==> config.mk <==
export PLATFORM = sky130hd
export DESIGN_NAME = baud_rate_gen_flat
export DESIGN_NICKNAME = d
export VERILOG_FILES = /design/src/rtl/uart_pkg.sv /design/src/rtl/baud_rate_gen_if.sv /design/src/rtl/baud_rate_gen.sv /design/src/flat_wrapper.sv
export SDC_FILE = /design/constraint.sdc
export NUM_CORES = 1
export LEC_CHECK = 0
export CAP_MARGIN = 0
export CORE_UTILIZATION = 30
export DETAILED_ROUTE_END_ITERATION = 7
export GPL_TIMING_DRIVEN = 0
export PLACE_DENSITY = 0.57
export REMOVE_ABC_BUFFERS = 1
export SYNTH_ARGS = -nofsm -noshare
export SYNTH_HDL_FRONTEND = slang
export SYNTH_SLANG_ARGS = --single-unit
==> constraint.sdc <==
create_clock -name clk -period 1.43 [get_ports clk]
set_input_delay 0.286 -clock clk [delete_from_list [all_inputs] [get_ports clk]]
set_output_delay 0.286 -clock clk [all_outputs]
set_load 0.005 [all_outputs]
==> src/rtl/uart_pkg.sv <==
// Shared UART constants and helpers.
// Contents:
//   DVSR_W_DEF      default width of the baud divisor and its counter
//   OVERSAMPLE_DEF  default number of sample ticks per bit period
//   calc_divsr()    divisor for a given system clock and baud rate
package uart_pkg;

   localparam int DVSR_W_DEF     = 11;
   localparam int OVERSAMPLE_DEF = 16;

   // divsr = clk_hz / (oversample * baud) - 1, e.g. 50 MHz / 4800 baud -> 650.
   // Integer division truncates, so the resulting baud rate is slightly high
   // rather than slightly low.
   function automatic int unsigned calc_divsr(
      input int unsigned clk_hz,
      input int unsigned baud,
      input int unsigned oversample = OVERSAMPLE_DEF
   );
      return clk_hz / (oversample * baud) - 1;
   endfunction

endpackage

==> src/rtl/baud_rate_gen_if.sv <==
// Divisor / tick bundle between the divisor register and the baud generator.
// Signals:
//   divsr     divisor, tick period = divsr+1 clk cycles
//   tick      one-cycle sample-tick pulse
//   bit_tick  one-cycle bit-period pulse (only with BAUD_GEN_BIT_TICK_EN)
// Modports:
//   master  drives divsr, receives the ticks (register block / UART engines)
//   slave   the baud generator itself
interface baud_rate_gen_if
   import uart_pkg::*;
#(
   parameter int DVSR_W = DVSR_W_DEF
) ();

   logic [DVSR_W-1:0] divsr;
   logic              tick;
`ifdef BAUD_GEN_BIT_TICK_EN
   logic              bit_tick;
`endif

   modport master (
      output divsr,
      input  tick
`ifdef BAUD_GEN_BIT_TICK_EN
      , input bit_tick
`endif
   );

   modport slave (
      input  divsr,
      output tick
`ifdef BAUD_GEN_BIT_TICK_EN
      , output bit_tick
`endif
   );

endinterface

==> src/rtl/baud_rate_gen.sv <==
// Programmable baud-rate tick generator.
// A free-running counter divides clk by (divsr+1) and emits a registered
// one-cycle tick used as the 16x oversampling tick by the UART TX/RX engines.
// Optional build macro BAUD_GEN_BIT_TICK_EN adds bit_tick, a one-cycle pulse
// coincident with every OVERSAMPLE-th tick.
// Ports:
//   clk    system clock, rising edge
//   rst_n  asynchronous active-low reset
//   bus    baud_rate_gen_if.slave: divsr in, tick (and bit_tick) out
module baud_rate_gen
   import uart_pkg::*;
#(
   parameter int DVSR_W     = DVSR_W_DEF,
   parameter int OVERSAMPLE = OVERSAMPLE_DEF
) (
   input  logic           clk,
   input  logic           rst_n,
   baud_rate_gen_if.slave bus
);

   if (OVERSAMPLE < 1) begin : g_bad_oversample
      $error("baud_rate_gen: OVERSAMPLE must be at least 1");
   end

   logic [DVSR_W-1:0] cnt;
   logic              wrap;

   // ">=" rather than "==" so a divisor shrunk below the current count
   // wraps on the next edge instead of rolling around the full counter range.
   assign wrap = (cnt >= bus.divsr);

   always_ff @(posedge clk or negedge rst_n) begin
      if (!rst_n) begin
         cnt      <= '0;
         bus.tick <= 1'b0;
      end else if (wrap) begin
         cnt      <= '0;
         bus.tick <= 1'b1;
      end else begin
         cnt      <= cnt + 1'b1;
         bus.tick <= 1'b0;
      end
   end

`ifdef BAUD_GEN_BIT_TICK_EN
   localparam int              OS_W    = (OVERSAMPLE > 1) ? $clog2(OVERSAMPLE) : 1;
   localparam logic [OS_W-1:0] OS_LAST = OS_W'(OVERSAMPLE - 1);

   logic [OS_W-1:0] os_cnt;

   // Advances only on wraps, so bit_tick lands on the same edge as tick.
   always_ff @(posedge clk or negedge rst_n) begin
      if (!rst_n) begin
         os_cnt       <= '0;
         bus.bit_tick <= 1'b0;
      end else if (wrap) begin
         if (os_cnt == OS_LAST) begin
            os_cnt       <= '0;
            bus.bit_tick <= 1'b1;
         end else begin
            os_cnt       <= os_cnt + 1'b1;
            bus.bit_tick <= 1'b0;
         end
      end else begin
         bus.bit_tick <= 1'b0;
      end
   end
`endif

endmodule

==> src/flat_wrapper.sv <==
// flat-port wrapper written by rule: the top's interface ports become plain ports
module baud_rate_gen_flat import uart_pkg::*;
#(
   parameter int DVSR_W     = DVSR_W_DEF,
   parameter int OVERSAMPLE = OVERSAMPLE_DEF
)
  (clk, rst_n, bus_divsr, bus_tick);
  baud_rate_gen_if #(.DVSR_W(DVSR_W)) bus_i ();
  input  logic clk;
  input  logic rst_n;
  input wire logic [$bits(bus_i.divsr)-1:0] bus_divsr;
  output wire logic [$bits(bus_i.tick)-1:0] bus_tick;
  assign bus_i.divsr = bus_divsr;
  assign bus_tick = bus_i.tick;
  baud_rate_gen #(.DVSR_W(DVSR_W), .OVERSAMPLE(OVERSAMPLE)) u_core (.clk(clk), .rst_n(rst_n), .bus(bus_i));
endmodule
==> reports/results.ini, run 1 <==
[status]
outcome=finished, violations left
violations=negative setup slack

[placement]
detailed_place_hpwl_mm=1.09
io_buffers=13
pre_cts_ws_ns=-0.705
dp_cells=130
place_congestion=0.798

[worst_setup_path]
path_class=reg -> reg
worstPathRequired_ns=1.59
start_kind=register
cp_max_fo=6
endpoint_kind=register
arrival_ns=1.79
reg2reg_depth=5
r2r_slack_ns=-0.20

[die]
core-area_um2=2480
die_w_um=53.1
dieArea_um2=2810
start_util_pct=31.6
fp.dieH_um=53.1
row_count=18
pin_count=14

[global_routing]
track_usage_pct=16.0
grt_max_degree=13
grt_pass1_vias=696
antenna_found_initial=0
grt_pass1_wl_mm=3.16
overflow=0

[routing]
via_count=686
vias_per_cell=4.76
drc=0
drt_wl_total_mm=1.85
dr.pass1.iters=5
detail_route.iter0.violations=8
detail_route.wl_per_cell_um=12.9
drtAntennaViolNets=0

[timing]
hold_viol=0
rsz0062_at_grt=true
fin_crit_ns=1.63
slew_headroom_pct=62.9
fin_ws_ns=-0.201
finalClockSkew_ns=0.00251
final-setup-viol-count=12
worst_pin_slew_ns=0.554
maxSlewViolCount=0
max_freq_mhz=613
layout_worst_path_cycle_share_pct=114

[cts]
clock-sinks=12
numCtsBuffers=3
holdBufCountCts=0
cts.clk_slew.worst_paths_ns=0.08
h-tree-depth=1
clk_latency_ns=0.27
cts_buffer_depth=2
root_buffer=clkbuf_4
cts_tree=done

[yosys]
yosys-top-cells-area=dfrtp_1 (38%), ha_1 (19%), inv_1 (6.7%)
synth-edff-count=0
synth_area_um2=782
yosysTopAreaCell=dfrtp_1
ys_warn_count=0
synth_top_cell_area_share_pct=38.4
syn_avg_cell_area_um2=8.89
synth_ff_type=dfrtp_1
synthCells=88
synth-async-reset-ratio_pct=100
yosysSeqAreaShare_pct=38.4
synth.distinct_cells=18
synth_seq_cells=12

[pwr]
clockPowerShare_pct=16.5
p_leak_nw=0.540
power_frac_comb_pct=48.4
share_seq_of_total_power_pct=35.1
switchingPower_mw=0.599
ir_worst_vdd_uv=905
power-per-cell-area_nw_per_um2=1340
p_int_mw=1.03
switching_share_pct=36.8
total_power_mw=1.63

[layout]
insertedDiodeCount=0
nNetsFinal=140
fin_cells=144
drive_gt1_share_pct=40.4
synthToLayoutAreaGrowth_pct=54.9

[min_path]
hold_path.class=in -> async

[job]
maxCapViolCount=0

==> routing by layer <==
metal | wire, µm | GRT usage, % | vias to the layer above | part of all wire [%]
li1 | - | - | 343 | -
met1 | 751 | 18.3 | 332 | 41
met2 | 1020 | 29.7 | 11 | 55
met3 | 79 | 5.17 | 0 | 4.3
met4 | 0 | 1.32 | 0 | 0
met5 | 0 | 0 | - | 0
==> cells in the mapped netlist, drive strengths merged, types with 2 or more instances <==
library cell / n
nor2: 14
nor4: 2
inv: 14
nand4: 2
o21ai: 3
nand3: 2
dfrtp: 12
nand2: 8
ha: 12
xnor2: 5
xor2: 4
a21oi: 5
==> state kept, by name, summed over array words and instances, names as in the netlist <==
signal	flops
u_core.cnt	11
u_core.bus.tick	1
==> kinds of logic (layout without fill, tap and decap cells) <==
family                     Yosys count  in the layout  synth area share [%]
and+or+nand+nor                     31             31                  17.8
buffers and inverters               15             40                  8.16
adders and majority gates           12             12                  19.2
DFF                                 12             12                  38.4
AOI/OAI and AO/OA                    9             10                  6.40
xor gates and xnor gates             9              9                  10.1
==> cells in the final DEF (no fill, tap or decap), types with 5 or more instances in the layout <==
cell and count:
dlygate4sd2_1 6, ha_4 7, xnor2_1 5, dfrtp_2 5, clkdlybuf4s50_1 6, dfrtp_1 7
buf_4 9, inv_2 5, inv_1 9, nor2_1 10
==> worst paths after layout <==
check,endpoint,start
worst max-delay path,u_core.cnt[2],u_core.cnt[6]
worst min-delay path,u_core.cnt[0],rst_n
worst max register to register,u_core.cnt[2],u_core.cnt[6]
worst min register to register,u_core.cnt[0],u_core.cnt[0]
max in group asynchronous,u_core.cnt[4],rst_n
min in group clk,u_core.cnt[0],u_core.cnt[0]
==> timing repair <==
item / in CTS / in global routing
setup endpoints to repair: 12 / 12
pin swaps: 29 / 11
gates resized for setup: 32 / 13
setup buffers: 5 / 4
gates cloned: 1 / 0
==> power by group through the flow <==
stage	combinational, mW	clock [mW]	sequential, mW
2_1_floorplan	0.319	0	0.547
3_3_place_gp	0.404	0	0.585
3_5_place_dp	0.421	0	0.585
4_1_cts	0.687	0.275	0.569
5_1_grt	0.899	0.288	0.592
6_report	0.788	0.269	0.572
==> worst max-delay path: stages, from the launching register on <==
cell and delay [ns]:
dfrtp_2 0.45, ha_4 0.30, nand2_4 0.06, nor4_4 0.30, a221o_1 0.33, nor2_1 0.08
==> stage by stage <==
step,cell area (µm²),hold WS (ns),TNS (ns),utilization [%]
floorplan,771,-0.00959,-1.34,-
global placement,938,0.500,-8.16,37.9
detailed placement,938,0.511,-8.26,37.9
CTS,1150,0.386,-1.94,46.3
global route,1210,0.425,-2.57,48.9
finish,1210,0.372,-2.02,48.9
==> layout make-up <==
| type | instances | area (µm²) |
|---|---|---|
| inverter | 14 | 52.6 |
| clock buffer | 4 | 36.3 |
| sequential | 12 | 307 |
| fill | 253 | 1270 |
| multi-input combinational | 62 | 586 |
| timing repair buffer | 22 | 193 |
| tap | 30 | 37.5 |
No activity file was read; power rests on OpenSTA's default activity.
==> run 2: changes to the inputs <==
Settings changed: CORE_UTILIZATION 30 to 45, PLACE_DENSITY 0.57 to 0.78.
==> run 2 against run 1 <==
Net effect: wire length is 23% higher; clock power rose by 2%; combinational power rose by 15%; clock-buffer cell count did not move; final cell count down 11%; die area is 32% lower; non-clock buffer count fell by 2; sequential share of layout area down 0.21 points; critical path type is now in -> reg; maximum frequency rose by 2.6%; design area rose by 0.83%; the run ends with design-rule violations, negative setup slack left.
==> reports/results.ini, run 2 (synthesis results as in run 1) <==
[status]
outcome=finished, violations left  ; unchanged
violations=design-rule violations, negative setup slack  ; was negative setup slack

[cts]
cts.clk_slew.worst_paths_ns=0.08  ; about the same
cts_buffer_depth=2  ; unchanged
cts_tree=done  ; unchanged
clock-sinks=12  ; unchanged
clk_latency_ns=0.28  ; was 0.27 ns
h-tree-depth=1  ; unchanged
numCtsBuffers=3  ; unchanged
root_buffer=clkbuf_4  ; unchanged

[pwr]
share_seq_of_total_power_pct=32.6  ; was 35.1%
clockPowerShare_pct=15.6  ; was 16.5%
switchingPower_mw=0.687  ; was 0.599 mW
switching_share_pct=39.1  ; was 36.8%
p_int_mw=1.07  ; was 1.03 mW
ir_worst_vdd_uv=1080  ; was 905 µV
p_leak_nw=0.553  ; was 0.540 nW
power-per-cell-area_nw_per_um2=1440  ; was 1340 nW/µm²
power_frac_comb_pct=51.8  ; was 48.4%
total_power_mw=1.76  ; was 1.63 mW

[worst_setup_path]
cpPeakStageDelay_ns=0.46  ; was 0.45 ns
crit_family=buffers and inverters  ; was flip-flops
cp_max_fo=6  ; unchanged
path_class=in -> reg  ; was reg -> reg
endpoint_kind=register  ; unchanged
worstPathRequired_ns=1.64  ; was 1.59 ns
arrival_ns=1.80  ; was 1.79 ns
critical_path_buf_inv_count=2  ; was 0
crit_slowest_cell=clkdlybuf4s50_1  ; was dfrtp_2
crit_chain=clkdlybuf4s50_1 > inv_1 > ha_4 > nand2_4 > nor2_2 > a221o_2 > nor2_1  ; was ha_4 > nand2_4 > nor4_4 > a221o_1 > nor2_1
start_kind=input port  ; was register

[timing]
maxSlewViolCount=0  ; unchanged
layout_worst_path_cycle_share_pct=111  ; was 114%
fin_ws_ns=-0.160  ; was -0.201 ns
finalClockSkew_ns=0.00510  ; was 0.00251 ns
hold_viol=0  ; unchanged
slew_headroom_pct=64.0  ; was 62.9%
fin_crit_ns=1.59  ; was 1.63 ns
fin_hold_ws_ns=0.354  ; was 0.372 ns
max_freq_mhz=629  ; was 613 MHz
rsz0062_at_grt=true  ; unchanged
worst_pin_slew_ns=0.538  ; was 0.554 ns
final-setup-viol-count=12  ; unchanged

[placement]
dpl_cell_area_um2=921  ; was 938 µm²
pre_cts_ws_ns=-0.708  ; was -0.705 ns
dp_cells=116  ; was 130
place_congestion=0.745  ; was 0.798
io_buffers=13  ; unchanged
detailed_place_hpwl_mm=1.06  ; was 1.09 mm

[die]
pin_count=14  ; unchanged
start_util_pct=50.2  ; was 31.6%
die_w_um=43.7  ; was 53.1 µm
row_count=14  ; was 18
core-area_um2=1560  ; was 2480 µm²
fp.dieH_um=43.7  ; was 53.1 µm
dieArea_um2=1910  ; was 2810 µm²

[job]
maxCapViolCount=0  ; unchanged

[layout]
synthToLayoutAreaGrowth_pct=56.2  ; was 54.9%
largest_register_ffs=11  ; unchanged
final_common_cell=nor2_1  ; unchanged
mostFrequentLayoutCells=nor2_1 (11), ha_4 (9), dlygate4sd2_1 (9)  ; was nor2_1 (10), inv_1 (9), buf_4 (9)
top_register=u_core.cnt  ; unchanged
fin_area_um2=1220  ; was 1210 µm²
nNetsFinal=138  ; was 140
drive_gt1_share_pct=44.6  ; was 40.4%
fin_cells=128  ; was 144
insertedDiodeCount=0  ; unchanged
reg_top3=u_core.cnt: 11 flops, u_core.bus.tick: 1 flops  ; unchanged

[min_path]
hold_path.class=in -> async  ; unchanged

[global_routing]
antenna_found_initial=0  ; unchanged
overflow=0  ; unchanged
grt_pass1_wl_mm=3.52  ; was 3.16 mm
grt_max_degree=13  ; unchanged
track_usage_pct=25.5  ; was 16.0%
grt_pass1_vias=761  ; was 696

[routing]
detail_route.iter0.violations=26  ; was 8
drt_wl_total_mm=2.27  ; was 1.85 mm
detail_route.wl_per_cell_um=17.8  ; was 12.9 µm
drc=5  ; was 0
via_count=721  ; was 686
dr.pass1.iters=7  ; was 5
vias_per_cell=5.63  ; was 4.76
drtAntennaViolNets=0  ; unchanged

## run 2: cell types whose count changed in the layout (fill, tap and decap cells not counted), sizes merged
cell           change
buf                -2
clkdlybuf4s50      -3
dlygate4sd2        +3
## run 2: power by group through the flow
stage | sequential (mW) | combinational [mW] | clock, mW
2_1_floorplan | 0.547 | 0.319 | 0
4_1_cts | 0.564 | 0.806 | 0.278
5_1_grt | 0.586 | 1.00 | 0.297
3_5_place_dp | 0.583 | 0.422 | 0
6_report | 0.574 | 0.910 | 0.274
3_3_place_gp | 0.578 | 0.399 | 0
## run 2: what timing repair did
item,CTS,global route
setup endpoints to repair,12,12
gates cloned,1,0
hold buffers,0,0
gates resized for setup,47,10
buffers inserted,7,0
pin swaps,23,6
## run 2: worst reg2reg max path: stages (launching register included)
cell     delay [ns]
dfrtp_2        0.44
ha_4           0.27
a21oi_2        0.13
o21ai_2        0.08
a221o_2        0.46
nor2_1         0.12
## run 2: path summary, 6_finish.rpt
kind,startpoint,to,slack [ns],cells past startpoint
worst max-delay path,bus_divsr[9],u_core.cnt[5],-0.16,7
worst min-delay path,rst_n,u_core.bus.tick,0.35,1
worst max register to register,u_core.cnt[6],u_core.cnt[4],-0.13,5
worst min register to register,u_core.cnt[0],u_core.cnt[0],0.58,2
max in group asynchronous,rst_n,u_core.cnt[4],0.68,1
min in group clk,u_core.cnt[0],u_core.cnt[0],0.58,2
## run 2: per-stage QoR
stage          utilization [%]  TNS, ns
4_1_cts                   76.5    -1.36
3_5_place_dp              59.1    -8.28
3_3_place_gp              59.1    -7.86
2_1_floorplan                -    -1.34
6_report                  78.3    -1.57
5_1_grt                   78.3    -2.01
## run 2: final cells by class
| type | count | area, µm² |
|---|---|---|
| Inverter | 14 | 52.6 |
| Multi-Input combinational cell | 62 | 632 |
| Tap cell | 16 | 20.0 |
| Fill cell | 91 | 338 |
| Clock buffer | 4 | 36.3 |
| Timing Repair Buffer | 20 | 174 |
| Sequential cell | 12 | 307 |
## run 2: layer usage
layer	vias to the layer above	global-route usage [%]	share of wire, %
li1	343	-	-
met1	336	32.4	41
met2	40	42.7	49
met3	2	5.00	8.8
met4	0	10.0	1.0
met5	-	0	0
==> run 3: changes to the inputs <==
Settings changed: ABC_CLOCK_PERIOD_IN_PS from default to 1430.
==> results of run 3 <==
No change in the layout: final DEF, timing and power equal those of run 2.
